**src/rtl/seven_segment_scanner.sv**
```systemverilog
// Time-multiplexed N-digit seven-segment driver: registered segment bus, rotating
// digit enable, dead time between slots and frame-synchronous display updates.
module seven_segment_scanner #(
   parameter int NUM_DIGITS  = 4,
   parameter int REFRESH_DIV = 50000,
   parameter int DEAD_CYCLES = 500,
   parameter int ACTIVE_LOW  = 1
) (
   input  logic                    clk,
   input  logic                    rst,
   input  logic [4*NUM_DIGITS-1:0] value,
   input  logic [NUM_DIGITS-1:0]   dp_in,
   input  logic                    load,
   input  logic                    hex_mode,
   input  logic                    lz_en,
   input  logic [NUM_DIGITS-1:0]   blank_mask,
   output logic [6:0]              seg,
   output logic                    dp,
   output logic [NUM_DIGITS-1:0]   an,
   output logic                    frame_done
);

   localparam int IDX_W = (NUM_DIGITS > 1) ? $clog2(NUM_DIGITS) : 1;
   localparam int CNT_W = $clog2(REFRESH_DIV);
   localparam int VAL_W = 4 * NUM_DIGITS;

   // Internal logic works in active-low terms; these masks flip polarity at the pins.
   localparam logic [6:0]            SEG_INV = (ACTIVE_LOW != 0) ? '0 : '1;
   localparam logic                  DP_INV  = (ACTIVE_LOW != 0) ? 1'b0 : 1'b1;
   localparam logic [NUM_DIGITS-1:0] AN_INV  = (ACTIVE_LOW != 0) ? '0 : '1;

   localparam logic [6:0] GLYPH_OFF  = 7'b1111111;
   localparam logic [6:0] GLYPH_DASH = 7'b0111111;

   logic [CNT_W-1:0]      r_slot_cnt;
   logic [IDX_W-1:0]      r_digit_idx;
   logic [VAL_W-1:0]      r_pend_val;
   logic [NUM_DIGITS-1:0] r_pend_dp;
   logic                  r_pend_flag;
   logic [VAL_W-1:0]      r_act_val;
   logic [NUM_DIGITS-1:0] r_act_dp;
   logic [6:0]            r_seg;
   logic                  r_dp;
   logic [NUM_DIGITS-1:0] r_an;
   logic                  r_frame_done;

   logic                  w_slot_end;
   logic                  w_frame_end;
   logic                  w_dead;
   logic [NUM_DIGITS-1:0] w_suppress;
   logic [3:0]            w_nibble;
   logic                  w_dp_req;
   logic                  w_blank;
   logic [NUM_DIGITS-1:0] w_onehot;
   logic [6:0]            w_seg_n;
   logic                  w_dp_n;
   logic [NUM_DIGITS-1:0] w_an_n;

   function automatic logic [6:0] glyph(input logic [3:0] nib, input logic hex);
      logic [6:0] g;
      g = GLYPH_OFF;
      case (nib)
         4'h0: g = 7'b1000000;
         4'h1: g = 7'b1111001;
         4'h2: g = 7'b0100100;
         4'h3: g = 7'b0110000;
         4'h4: g = 7'b0011001;
         4'h5: g = 7'b0010010;
         4'h6: g = 7'b0000010;
         4'h7: g = 7'b1111000;
         4'h8: g = 7'b0000000;
         4'h9: g = 7'b0010000;
         4'hA: g = 7'b0001000;
         4'hB: g = 7'b0000011;
         4'hC: g = 7'b1000110;
         4'hD: g = 7'b0100001;
         4'hE: g = 7'b0000110;
         4'hF: g = 7'b0001110;
         default: g = GLYPH_OFF;
      endcase
      if (!hex && nib >= 4'hA) g = GLYPH_DASH;
      return g;
   endfunction

   assign w_slot_end  = (r_slot_cnt == CNT_W'(REFRESH_DIV - 1));
   assign w_frame_end = w_slot_end && (r_digit_idx == IDX_W'(NUM_DIGITS - 1));

   // NOTE: sequential state uses non-blocking assignments so every register samples pre-edge values.
   always_ff @(posedge clk) begin
      if (rst) begin
         r_slot_cnt  <= '0;
         r_digit_idx <= '0;
      end else if (w_slot_end) begin
         r_slot_cnt  <= '0;
         r_digit_idx <= w_frame_end ? '0 : r_digit_idx + 1'b1;
      end else begin
         r_slot_cnt  <= r_slot_cnt + 1'b1;
      end
   end

   // A load coinciding with the boundary stays pending; the previous pending value goes live.
   always_ff @(posedge clk) begin
      if (rst) begin
         r_pend_val  <= '0;
         r_pend_dp   <= '0;
         r_pend_flag <= 1'b0;
         r_act_val   <= '0;
         r_act_dp    <= '0;
      end else begin
         if (w_frame_end && r_pend_flag) begin
            r_act_val <= r_pend_val;
            r_act_dp  <= r_pend_dp;
         end
         if (load) begin
            r_pend_val  <= value;
            r_pend_dp   <= dp_in;
            r_pend_flag <= 1'b1;
         end else if (w_frame_end) begin
            r_pend_flag <= 1'b0;
         end
      end
   end

   generate
      if (DEAD_CYCLES > 0) begin : g_dead
         assign w_dead = (int'(r_slot_cnt) < DEAD_CYCLES);
      end else begin : g_no_dead
         assign w_dead = 1'b0;
      end
   endgenerate

   // Zero run scanned from the most significant digit; digit 0 always displays.
   // NOTE: every always_comb output gets a default first so no latch is inferred.
   always_comb begin
      logic v_run;
      w_suppress = '0;
      v_run      = lz_en;
      for (int i = NUM_DIGITS - 1; i >= 1; i--) begin
         v_run         = v_run && (r_act_val[4*i +: 4] == 4'h0);
         w_suppress[i] = v_run;
      end
   end

   assign w_nibble = r_act_val[4*int'(r_digit_idx) +: 4];
   assign w_dp_req = r_act_dp[r_digit_idx];
   assign w_blank  = blank_mask[r_digit_idx] | w_suppress[r_digit_idx];
   assign w_onehot = NUM_DIGITS'(1) << r_digit_idx;

   always_comb begin
      w_seg_n = GLYPH_OFF;
      w_dp_n  = 1'b1;
      w_an_n  = '1;
      if (!w_blank) begin
         w_seg_n = glyph(w_nibble, hex_mode);
         w_dp_n  = ~w_dp_req;
         if (!w_dead) w_an_n = ~w_onehot;
      end
   end

   always_ff @(posedge clk) begin
      if (rst) begin
         r_seg        <= GLYPH_OFF ^ SEG_INV;
         r_dp         <= 1'b1 ^ DP_INV;
         r_an         <= '1 ^ AN_INV;
         r_frame_done <= 1'b0;
      end else begin
         r_seg        <= w_seg_n ^ SEG_INV;
         r_dp         <= w_dp_n ^ DP_INV;
         r_an         <= w_an_n ^ AN_INV;
         r_frame_done <= w_frame_end;
      end
   end

   assign seg        = r_seg;
   assign dp         = r_dp;
   assign an         = r_an;
   assign frame_done = r_frame_done;

endmodule

```
**config.mk**
```make
export PLATFORM = sky130hd
export DESIGN_NAME = seven_segment_scanner
export DESIGN_NICKNAME = d
export VERILOG_FILES = /design/src/rtl/seven_segment_scanner.sv
export SDC_FILE = /design/constraint.sdc
export NUM_CORES = 1
export LEC_CHECK = 0
export CELL_PAD_IN_SITES_DETAIL_PLACEMENT = 1
export CELL_PAD_IN_SITES_GLOBAL_PLACEMENT = 2
export CORE_MARGIN = 4
export CORE_UTILIZATION = 31
export DETAILED_ROUTE_END_ITERATION = 8
export PLACE_DENSITY = 0.82
export SYNTH_ARGS = -nofsm -noshare
export SYNTH_HDL_FRONTEND = slang
export SYNTH_SLANG_ARGS = --single-unit
```
**constraint.sdc**
```tcl
create_clock -name clk -period 2.05 [get_ports clk]
set_input_delay 0.41 -clock clk [delete_from_list [all_inputs] [get_ports clk]]
set_output_delay 0.41 -clock clk [all_outputs]
set_load 0.03 [all_outputs]
```
==> Yosys cells after proc, flatten, opt, wreduce, memory -nomap -nowiden <==
Memory sizes are Yosys's and may differ from the RTL's.
Cells that the tools add are included.
{ "word_totals": {"register_bits": 72, "mem_bits_ro": 112, "input_bits": 29, "output_inout_bits": 13, "word_cells": 50, "n_memories": 1} }
{ "memory_table": {"columns": ["memory", "depth", "word_bits", "rd", "rd_ports_with_merged_regs", "wr", "line_no", "source"], "rows": [
  ["(no name shown)", 16, 7, 1, 0, 0, "62", "case (nib)"]
]} }
{ "classes": {"add_sub_neg": 2, "n_lt_le_gt_ge": 3, "n_eq_ne": 2, "shifts": 2, "mux": 10, "bitwise_logic": 3, "reduce_logical": 15} }
{ "ops": {"columns": ["operator", "n"], "rows": [
  ["$add 16x1->16 const B", 1],
  ["$eq 16x16->1 const B", 1],
  ["$lt 16x9->1 const B", 1],
  ["$shiftx 16x5->4", 1],
  ["$logic_not 4->1", 3],
  ["$mux 7", 1],
  ["$bmux 1 s2", 3],
  ["$logic_and 1x1->1", 6],
  ["$reduce_or 3->1", 2],
  ["$mux 1", 5],
  ["$ge 4x4->1 const B", 1],
  ["$not 4->4", 1],
  ["$reduce_or 2->1", 2],
  ["$shl 1x2->4 const A", 1],
  ["$lt 2x3->1 const B", 1],
  ["$add 2x1->2 const B", 1],
  ["$eq 2x2->1 const B", 1],
  ["$mux 2", 1],
  ["$reduce_bool 2->1", 1],
  ["$logic_not 1->1", 1],
  ["$not 1->1", 1],
  ["$or 1x1->1", 1]
]} }

==> Depth between registers and ports, before layout <==
Gate-level depths: netlist of the first run.
{ "logic_depth": {"depth_word": 8, "ltp_mapped": 7, "depth_no_buf": 6} }

==> Worst setup path before layout of the first run <==
OpenSTA, ideal clock, no wires.
{ "synth_timing": {"kind": "flip-flop to flip-flop", "startpoint": "register r_digit_idx[0]", "endpoint": "register r_seg[2], in the netlist seg[2]", "setup_ns": 0.136, "arrival_time_ns": 2.069, "t_required_ns": 1.914, "setup_slack_ns": -0.155, "stages_incl_launch_ff": 7, "path_buffers": 1, "synth_period_minus_slack_ns": 2.205, "cell_sequence": "dfxtp_1 -> buf_6 -> mux4_2 -> ha_1 -> o311a_4 -> a211oi_4 -> o221ai_2"} }
{ "synth_between": {"elab_chain_len": 4, "word_cells_on_any_way": 10, "classes_between": "1 x order compare; 1 x shift; 4 x mux; 1 x bitwise; 2 x reduce/logical; 1 x memory"} }
{ "synth_lines": {"columns": ["item", "line_no", "source"], "rows": [
  ["start, declared", "36", "logic [IDX_W-1:0] r_digit_idx;"],
  ["start signal, assigned", "95", "r_digit_idx <= w_frame_end ? '0 : r_digit_idx + 1'b1;"],
  ["$shiftx 16x5->4 / $bmux 1 s2 (equally long branches)", "144, 146", null],
  ["$ge 4x4->1 / $mux 1 (equally long branches)", "81, 146", null],
  ["$logic_and 1x1->1 / $or 1x1->1 (equally long branches)", "81, 146", null],
  ["$reduce_or 3->1 (no line)", null, null],
  ["end signal, assigned", "162", "r_seg <= GLYPH_OFF ^ SEG_INV;"],
  ["end signal, assigned", "167", "r_seg <= w_seg_n ^ SEG_INV;"],
  ["end, declared", "42", "logic [6:0] r_seg;"]
]} }
Parallel ways exist; a longest one is shown, timed or not. The select of a mux whose other input is x is not followed.
A chain may end at the register's enable or synchronous reset.

==> Worst setup path after layout of the first run <==
{ "layout_timing": {"startpoint": "register r_digit_idx[0]", "endpoint": "register r_seg[6], in the netlist seg[6]"} }
{ "layout_between": {"elab_chain_len": 4, "word_cells_on_any_way": 11, "classes_between": "1 x order compare; 1 x shift; 5 x mux; 1 x bitwise; 2 x reduce/logical; 1 x memory"} }
{ "layout_lines": {"columns": ["item", "line_no"], "rows": [
  ["$shiftx 16x5->4 / $bmux 1 s2 (equally long branches)", "144, 146"],
  ["$ge 4x4->1 / $mux 1 (equally long branches)", "81, 146"],
  ["$logic_and 1x1->1 / $or 1x1->1 (equally long branches)", "81, 146"],
  ["$mux 7 / $reduce_or 2->1 (equally long branches)", null]
]} }
Parallel ways exist; a longest one is shown, timed or not. The select of a mux whose other input is x is not followed.

==> flow_metrics.tcl, run 1 <==
set metrics [dict create \
    drt_iter0_markers 106 \
    synth_edf_count 0 \
    max_freq_mhz 504 \
    rsz0062_at_grt "true" \
    path_clk_slew_ns 0.08 \
    die_w_um 111 \
    cts_root_buffer "clkbuf_8" \
    layout.nets 463 \
    num_io_pins 42 \
    yosysWarnings 0 \
    finalCritPeriodShare_pct 96.8 \
    routed_wl_um 8530 \
    hold_start "r_slot_cnt[0]" \
    crit_fanout 5 \
    startpoint_type "flip-flop" \
    cp_top_family "multiplexers" \
    hold_depth 1 \
    yosysTopAreaCellShare_pct 43.5 \
    netlist_instances 358 \
    peakVddDrop_v 0.000259 \
    layout-drive-gt1-share_pct 17.2 \
    yosysTopAreaCell "dfxtp_1" \
    relSlewSlack_pct 60.5 \
    hp-class "flip-flop to flip-flop" \
    die_height_um 111 \
    slowest_delay_ns 0.68 \
    hold_viol 0 \
    fin_setup_tns_ns 0 \
    area_delta_synth_final_pct 31.9 \
    dp.cells 546 \
    setup_violations 0 \
    critPathRequiredTime_ns 2.29 \
    grt_use_total_pct 14.3 \
    drc_errors 0 \
    nFillCells 1215 \
    ctsHoldBuffers 0 \
    regToRegSetupSlack_ns 0.07 \
    via_count 2807 \
    grt_util_met3_pct 3.21 \
    io_buffers 41 \
    yosys-top-cells-area "dfxtp_1 (44%), mux2i_1 (7.9%), nor2_1 (4.6%)" \
    placementRows 37 \
    async_reset_ff_share_pct 0 \
    first_global_vias 2951 \
    period_needed_ns 1.98 \
    grt_use_met2_pct 23.8 \
    start_util_pct 31.9 \
    ys_ff_latch 72 \
    seq_area_frac_synth_pct 43.5 \
    crit_path_top_delay_cell "mux4_1" \
    core-area_um2 10400 \
    finish.utilization_pct 42.1 \
    outcome "finished clean" \
    die_area_um2 12400 \
    leakage_uw 0.00159 \
    fin_cells 566 \
    cts_tree "done" \
    crit_chain "mux4_1 > buf_4 > ha_1 > inv_1 > nor2_1 > o21ai_0 > o211ai_1" \
    holdWs_ns 0.461 \
    power_density_nw_per_um2 633 \
    antennaDiodeCount 0 \
    grt_antenna_before_repair 0 \
    reg2regPathDepth 7 \
    post_drt_wl_per_cell_um 15.1 \
    grt_pass1_wl_um 14600 \
    viasPerCell 4.96 \
    grt_most_used_layer "met2" \
    min_to "r_slot_cnt[0]" \
    syn-num-nets 396 \
    worst_pin_slew_ns 0.592 \
    cp-end-kind "flip-flop" \
    htreeDepth 3 \
    finalMaxSlewViolations 0 \
    r2r-start "r_digit_idx[0]" \
    met1_usage_pct 18.2 \
    grt_overflow 0 \
    clock_path_buffers 2 \
    drtAntennaViolNets 0 \
    synth.avg_cell_area_um2 9.25 \
    r2r_end "seg[6]" \
    critPathBufInv 2 \
    fin_skew_ns 0.0115 \
    gp_congestion 0.775 \
    max-cap-violations 0 \
    insertion_delay_ns 0.36 \
    yosysUniqueCellTypes 48 \
    synth_flop_cell "dfxtp_1" \
    path_class "flip-flop to flip-flop" \
    syn_area_um2 3310 \
    cts_num_sinks 72 \
    first_pass_iters 4 \
    arrival_ns 2.22 \
    grt_max_degree 34 \
    numCtsBuffers 9 \
    hpwl_um 6280 \
]
## through the flow
stage          total power, µW  area [µm²]  worst slack (ns)
2_1_floorplan             1580        3330            0.0250
3_3_place_gp              1670        4100            -0.288
3_5_place_dp              1680        4100            -0.326
4_1_cts                   2790        4320            0.0171
5_1_grt                   2890        4370           -0.0268
6_report                  2770        4370            0.0655
## synth_stat cells, types with 3 or more instances
master,count
dfxtp_1,72
o21ai_0,23
o211ai_1,4
or3_1,3
clkbuf_1,12
mux4_1,4
mux2i_1,26
nor3_1,5
nor4_1,4
o21ai_1,3
nor2_1,41
nand2b_1,3
buf_2,6
inv_1,15
buf_1,3
nand2_1,16
or2_2,3
xnor2_1,12
nand4_1,5
nand3_1,27
a21oi_1,26
ha_1,9
or4_1,4
## per-layer routing
metal | vias up | routed length, µm
met3 | 16 | 254
met2 | 43 | 4140
met1 | 1343 | 3960
li1 | 1405 | -
met5 | - | 0
met4 | 0 | 174
## power breakdown
group	internal, µW	leakage (µW)	switching, µW
combinational	109	0.000907	83.2
sequential	1430	0.000588	19.4
clock	563	0.0000937	558
## cell usage in the layout, fill, tap and decap left out, types with 6 or more instances in the layout
cell / netlist / final
dfxtp_1: 72 / 71
nor2_1: 41 / 41
clkdlybuf4s50_1: 0 / 41
buf_4: 1 / 34
nand3_1: 27 / 27
mux2i_1: 26 / 26
a21oi_1: 26 / 26
o21ai_0: 23 / 22
nand2_1: 16 / 16
inv_1: 15 / 13
xnor2_1: 12 / 12
clkbuf_8: 0 / 9
ha_1: 9 / 6
## sequential cells by signal (all words and copies together), names as in the netlist
signal / count
r_act_val: 16
r_pend_val: 16
r_slot_cnt: 16
seg: 7
an: 4
r_act_dp: 4
r_pend_dp: 4
r_digit_idx: 2
dp: 1
frame_done: 1
r_pend_flag: 1
## timing repair
action,4_1_cts,5_1_grt
gates resized for setup,1,12
setup buffers,4,0
pin swaps,3,2
setup endpoints to repair,5,27
## cell type report
cell class / instances / area [µm²] / share of cell area [%]
Timing Repair Buffer: 80 / 748 / 17.1
Multi-Input combinational cell: 247 / 1760 / 40.3
Tap cell: 136 / 170 / 3.90
Clock inverter: 5 / 56.3 / 1.29
Clock buffer: 11 / 131 / 3.01
Sequential cell: 72 / 1450 / 33.1
Inverter: 15 / 56.3 / 1.29
## worst max path at each step
stage,slack (ns),depth (start not counted),from,to
2_1_floorplan,0.03,6,r_digit_idx[0],seg[2]
3_3_place_gp,-0.29,5,blank_mask[1],seg[2]
3_5_place_dp,-0.33,5,blank_mask[1],seg[2]
4_1_cts,0.02,7,r_digit_idx[0],seg[0]
5_1_grt,-0.03,7,r_digit_idx[0],seg[6]
6_report,0.07,7,r_digit_idx[0],seg[6]
## cell families (layout without fill, tap and decap cells)
group | Yosys count | count (layout) | synth area share, %
buf+inv | 39 | 111 | 5.22
simple gates | 123 | 123 | 18.7
compound gates | 69 | 69 | 13.0
mux | 33 | 33 | 12.7
fa+ha+maj | 9 | 9 | 3.40
xor+xnor | 13 | 13 | 3.44
flops | 72 | 72 | 43.5
## worst reg2reg max path, stage by stage, from the launching register on
cell	delay, ns
dfxtp_4	0.39
mux4_1	0.68
buf_4	0.21
ha_1	0.20
inv_1	0.07
nor2_1	0.06
o21ai_0	0.17
o211ai_1	0.10
(Power assumes the default switching activity.)
==> run 2, diff against run 1 <==
- CORE_UTILIZATION: 31 -> 34
- PLACE_DENSITY: 0.82 -> default
- PLACE_DENSITY_LB_ADDON: default -> 0.1
- clock period: 2.05 -> 2.25 ns (I/O delays scaled with it)
==> run 2 against run 1 <==
  * Non-clock buffer count decreased by 14
  * Core utilization up 2.7 points
  * Register-to-register slack better by 0.09 ns
  * Cell area down 3.8%
  * Highest routed layer unchanged
==> flow_metrics.tcl, run 2 (same netlist as run 1, synthesis figures left out) <==
set metrics [dict create \
    crit_start "r_digit_idx[0]" \
    path_clk_slew_ns 0.08 \
    crit_path_top_delay_cell "mux4_2" \
    cts_resized 0 \
    ctsHoldBuffers 0 \
    die_height_um 107 \
    outcome "finished clean" \
    htreeDepth 3 \
    crit_fanout 6 \
    rsz0062_at_grt "false" \
    numCtsBuffers 9 \
    gp_congestion 0.760 \
    reg_top3 "r_act_val x16, r_pend_val x16, r_slot_cnt x16" \
    max-cap-violations 0 \
    power.total_uw 2640 \
    cts_num_sinks 72 \
    layout.nets 449 \
    core-area_um2 9370 \
    start_util_pct 35.3 \
    cts_root_buffer "clkbuf_8" \
    fin_cells 545 \
    startpoint_type "flip-flop" \
    hold_viol 0 \
    finalCritPeriodShare_pct 92.9 \
    routed_wl_um 8430 \
    first_pass_iters 4 \
    area_delta_synth_final_pct 26.8 \
    finalMaxSlewViolations 0 \
    die_w_um 107 \
    placementRows 35 \
    postCtsSetupRepairBufs 0 \
    viasPerCell 5.12 \
    final_common_cell "dfxtp_1" \
    post_drt_wl_per_cell_um 15.5 \
    die_area_um2 11400 \
    num_io_pins 42 \
    antennaDiodeCount 0 \
    dp.cells 529 \
    max_freq_mhz 478 \
    setup_violations 0 \
    grt_pass1_wl_um 14300 \
    grt_overflow 0 \
    via_count 2792 \
    cp-end-kind "flip-flop" \
    period_needed_ns 2.09 \
    holdWs_ns 0.468 \
    grt_antenna_before_repair 0 \
    mostFrequentLayoutCells "dfxtp_1 (71), nor2_1 (41), clkdlybuf4s50_1 (41)" \
    reg2regPathDepth 6 \
    hpwl_um 6060 \
    peakVddDrop_v 0.000264 \
    drtAntennaViolNets 0 \
    slowest_delay_ns 0.54 \
    io_buffers 41 \
    insertion_delay_ns 0.35 \
    grt_max_degree 36 \
    first_global_vias 2892 \
    worst_pin_slew_ns 0.623 \
    crit_chain "mux4_2 > ha_1 > o311a_4 > a211oi_4 > buf_4 > o211ai_1" \
    critPathRequiredTime_ns 2.48 \
    drc_errors 0 \
    fin_skew_ns 0.0103 \
    hold_depth 1 \
    power_density_nw_per_um2 629 \
    relSlewSlack_pct 58.4 \
    grt_use_total_pct 15.7 \
    cts_tree "done" \
    r2r-start "r_digit_idx[0]" \
    drt_iter0_markers 67 \
    arrival_ns 2.32 \
    path_class "flip-flop to flip-flop" \
    hp-class "flip-flop to flip-flop" \
    layout-drive-gt1-share_pct 13.2 \
    nFillCells 1110 \
    leakage_uw 0.00150 \
    clock_path_buffers 2 \
    hold_start "r_slot_cnt[0]" \
]
[run 2: cell count changes in the layout (fill, tap and decap cells not counted), moves of 2 or more]
cell      previous run  this run
buf_4               34        24
inv_2                2         0
ha_1                 6         8
clkinv_2             2         0
inv_1               13        15
buf_12               3         1
ha_4                 3         0
buf_6                2         0
[run 2: worst paths after layout]
| check | to | slack, ns |
|---|---|---|
| setup / recovery | seg[5] | 0.16 |
| hold / removal | r_slot_cnt[0] | 0.47 |
| setup reg to reg | seg[5] | 0.16 |
| hold reg to reg | r_slot_cnt[0] | 0.47 |
[run 2: layout make-up]
type | count | area (µm²) | share of cell area [%]
clock inverters | 6 | 92.6 | 2.21
flip-flops and latches | 72 | 1440 | 34.4
inverters | 15 | 56.3 | 1.34
well taps | 129 | 161 | 3.84
repair buffers | 66 | 611 | 14.5
clock buffers | 10 | 128 | 3.04
multi-input cells | 247 | 1710 | 40.7
[run 2: layer usage]
layer	share of wire (%)	vias up	GRT usage, %
li1	-	1385	-
met1	48	1340	20.4
met2	46	53	25.5
met3	3.7	14	4.09
met4	1.8	0	4.75
met5	0	-	0
[run 2: where the power goes]
group / switching, µW / total (µW) / internal [µW]
Sequential: 18.4 / 1320 / 1310
Clock: 521 / 1150 / 631
Combinational: 73.0 / 167 / 94.0
[run 2: critical path, delay by kind of cell, from the launching register on]
kind	cells	cell delay [ns]
buffers and inverters	1	0.18
muxes	1	0.54
AOI/OAI and AO/OA	3	0.66
DFF	1	0.37
adders and majority gates	1	0.23
[run 2: stage by stage]
stage	util (%)	worst slack, ns	setup TNS, ns	area [µm²]
floorplan	-	0.0450	0	3310
global placement	42.4	0.00629	0	3980
detailed placement	42.4	-0.0511	-0.211	3980
CTS	44.8	0.0627	0	4200
global route	44.8	0.0109	0	4200
finish	44.8	0.160	0	4200
==> edit: new RTL, flow settings as in run 1 <==
The parameter `REFRESH_DIV` goes from 50000 to 12500.
--- a/src/rtl/seven_segment_scanner.sv
+++ b/src/rtl/seven_segment_scanner.sv
@@ -2,7 +2,7 @@
 // digit enable, dead time between slots and frame-synchronous display updates.
 module seven_segment_scanner #(
    parameter int NUM_DIGITS  = 4,
-   parameter int REFRESH_DIV = 50000,
+   parameter int REFRESH_DIV = 12500,
    parameter int DEAD_CYCLES = 500,
    parameter int ACTIVE_LOW  = 1
 ) (
Check against the original RTL: same outputs for any inputs over 10 cycles, from zero or initial values and one cycle with rst high; that may be too few to reach the edited logic, so the function may still have changed.
==> edit against run 1 <==
  * Area after synthesis decreased by 5.4%
  * Critical path type unchanged
  * Cell area decreased by 11%
  * Hold slack got worse by 0.12 ns
  * Setup slack got worse by 0.028 ns
  * Largest power group unchanged
  * Total power decreased by 7.6%
  * First-iteration DRC count decreased by 18%
  * Wire length decreased by 16%
  * Sequential cell count decreased by 2
  * Critical endpoint is now seg[2]
==> edit: results (changes against run 1) <==
* Status: complete, no violations
* Mapped Nets at 366 (-7.6%)
* Final clock-cell share at 4.25% (-0.048 points)
* Signal buf overhead at 13.6% (-3.6 points)
* Critical path's largest stage delay at 0.55 ns (-0.13 ns)
* Initial antenna violation count at 0 (unchanged)
* CP arrival at 2.24 ns (+0.02 ns)
* Logic inverters at 6 (-9)
* Worst path slowest cell: mux4_2
* Worst-skew pair later-pin latency at 0.35 ns
* Proportion of layout cells with a drive suffix above 1 at 18.9% (+1.7 points)
* CLK BUF at 9 (-2)
* Yosys cell types at 47 (-2.1%)
* Mapped Avg Cell Area at 9.55 sq um (+3.3%)
* Max Clock Skew at 0.00668 ns (-0.00479 ns)
* Warnings, synthesis at 0 (unchanged)
* First-pass DRT Iterations at 4 (unchanged)
* Post-Layout Cell Count at 514 (-9.2%)
* Min-Delay Path Class: primary input to register
* Leading cell kind: multi-input combinational cells
* Register area share after synthesis at 44.7% (+1.2 points)
* Largest registers: r_act_val: 16 flops, r_pend_val: 16 flops, r_slot_cnt: 14 flops
* CTS Root Cell: clkbuf_8
* CP Max Fanout at 6 (+1)
* Pre-CTS setup slack at -0.129 ns (+0.197 ns)
* Reg clk slew, reported paths at 0.08 ns (about the same)
* First-pass GRT wire length at 12.1 mm (-17%)
* Largest net degree at the start of global routing at 42 (+24%)
* Psw at 632 uW (-4.4%)
* Multi-input combinational area share at 41.2% (+0.89 points)
* Lkg Pwr at 0.00143 uW (-9.9%)
* Worst vdd ir at 0.279 mV (+7.6%)
* Headroom to the max-slew limit at 63.4% (+2.9 points)
* Clock sink count at 70 (-2.8%)
* Area of the multi-input gates at 1600 sq um (-9.0%)
* Fraction of area in registers at 36.2% (+3.1 points)
* #MultiIn Comb at 234 (-5.3%)
* Synth area leaders: dfxtp_1 45%, mux2i_1 7.7%, nand2_1 6.5%, a21oi_2 5.6%, nor2_1 5.3%
* Fill count at 1161 (-4.4%)
* DR WL/cell at 14.0 microns (-7.3%)
* Fin nets at 414 (-11%)
* CTS max path bufs at 2 (unchanged)
* GRT Util Overall at 13.0% (-1.3 points)
* Tapcells at 133 (-2.2%)
* Cell Area, Placed at 3680 sq um (-10%)
* Placed cells at 495 (-9.3%)
* Number of signal-net buffers in the layout at 55 (-31%)
* DPL Wire Length at 5.16 mm (-18%)
* IO buf count at 41 (unchanged)
* First DRT Iteration DRCs at 87 (-18%)
* Post-synth ARST share at 0% (unchanged)
* ANT cells at 0 (unchanged)
* Via/cell ratio at 4.67 (-5.8%)
* Top FF cell, synth: dfxtp_1
* H-tree level count at 3 (unchanged)
* Number of global-route vias before repair at 2525 (-14%)
* GPL Wtd Cong at 0.765 (-1.3%)
* Synth cell count leaders: 70 x dfxtp_1, 54 x nand2_1, 44 x nor2_1
* CP top delay family: multiplexers
[edit: changes by cell type after synthesis, sizes merged, moves of 7 or more]
cell | before | now
nand2 | 16 | 56
o21ai | 26 | 4
nand3 | 27 | 11
xnor2 | 12 | 2
inv | 15 | 6
xor2 | 1 | 8
[edit: power groups by stage]
stage	registers (uW)	clock network, uW	logic (uW)
3_3_place_gp	1450	0	180
3_5_place_dp	1450	0	186
5_1_grt	1420	1070	202
4_1_cts	1420	1010	186
6_report	1420	957	183
2_1_floorplan	1450	0	88.9
[edit: final timing paths]
path	start	slack (ns)	cells past startpoint	to
hold reg to reg	r_act_dp[3]	0.46	2	r_act_dp[3]
setup / recovery	r_digit_idx[0]	0.04	7	seg[2]
hold / removal	rst	0.34	2	frame_done
setup reg to reg	r_digit_idx[0]	0.04	7	seg[2]
[edit: what timing repair did]
item / 4_1_cts / 5_1_grt
setup buffers: 0 / 3
endpoints found under the setup margin: 0 / 10
resized for setup: 0 / 3
[edit: layer usage]
| layer | vias up | part of all wire, % | global-route usage, % |
|---|---|---|---|
| met2 | 41 | 47 | 20.6 |
| met3 | 9 | 4.4 | 3.52 |
| met4 | 0 | 1.6 | 5.59 |
| li1 | 1211 | - | - |
| met5 | - | 0 | 0 |
| met1 | 1141 | 47 | 16.6 |
[edit: cell families (layout without fill, tap and decap cells)]
kind of cell | count (synthesis) | after routing | share of synthesized area (%)
adders and majority gates | 9 | 9 | 3.59
buffers and inverters | 24 | 77 | 5.07
DFF | 70 | 70 | 44.7
and+or+nand+nor | 142 | 142 | 21.4
xor gates and xnor gates | 10 | 10 | 2.80
AOI/OAI and AO/OA | 42 | 42 | 10.1
muxes | 31 | 31 | 12.3
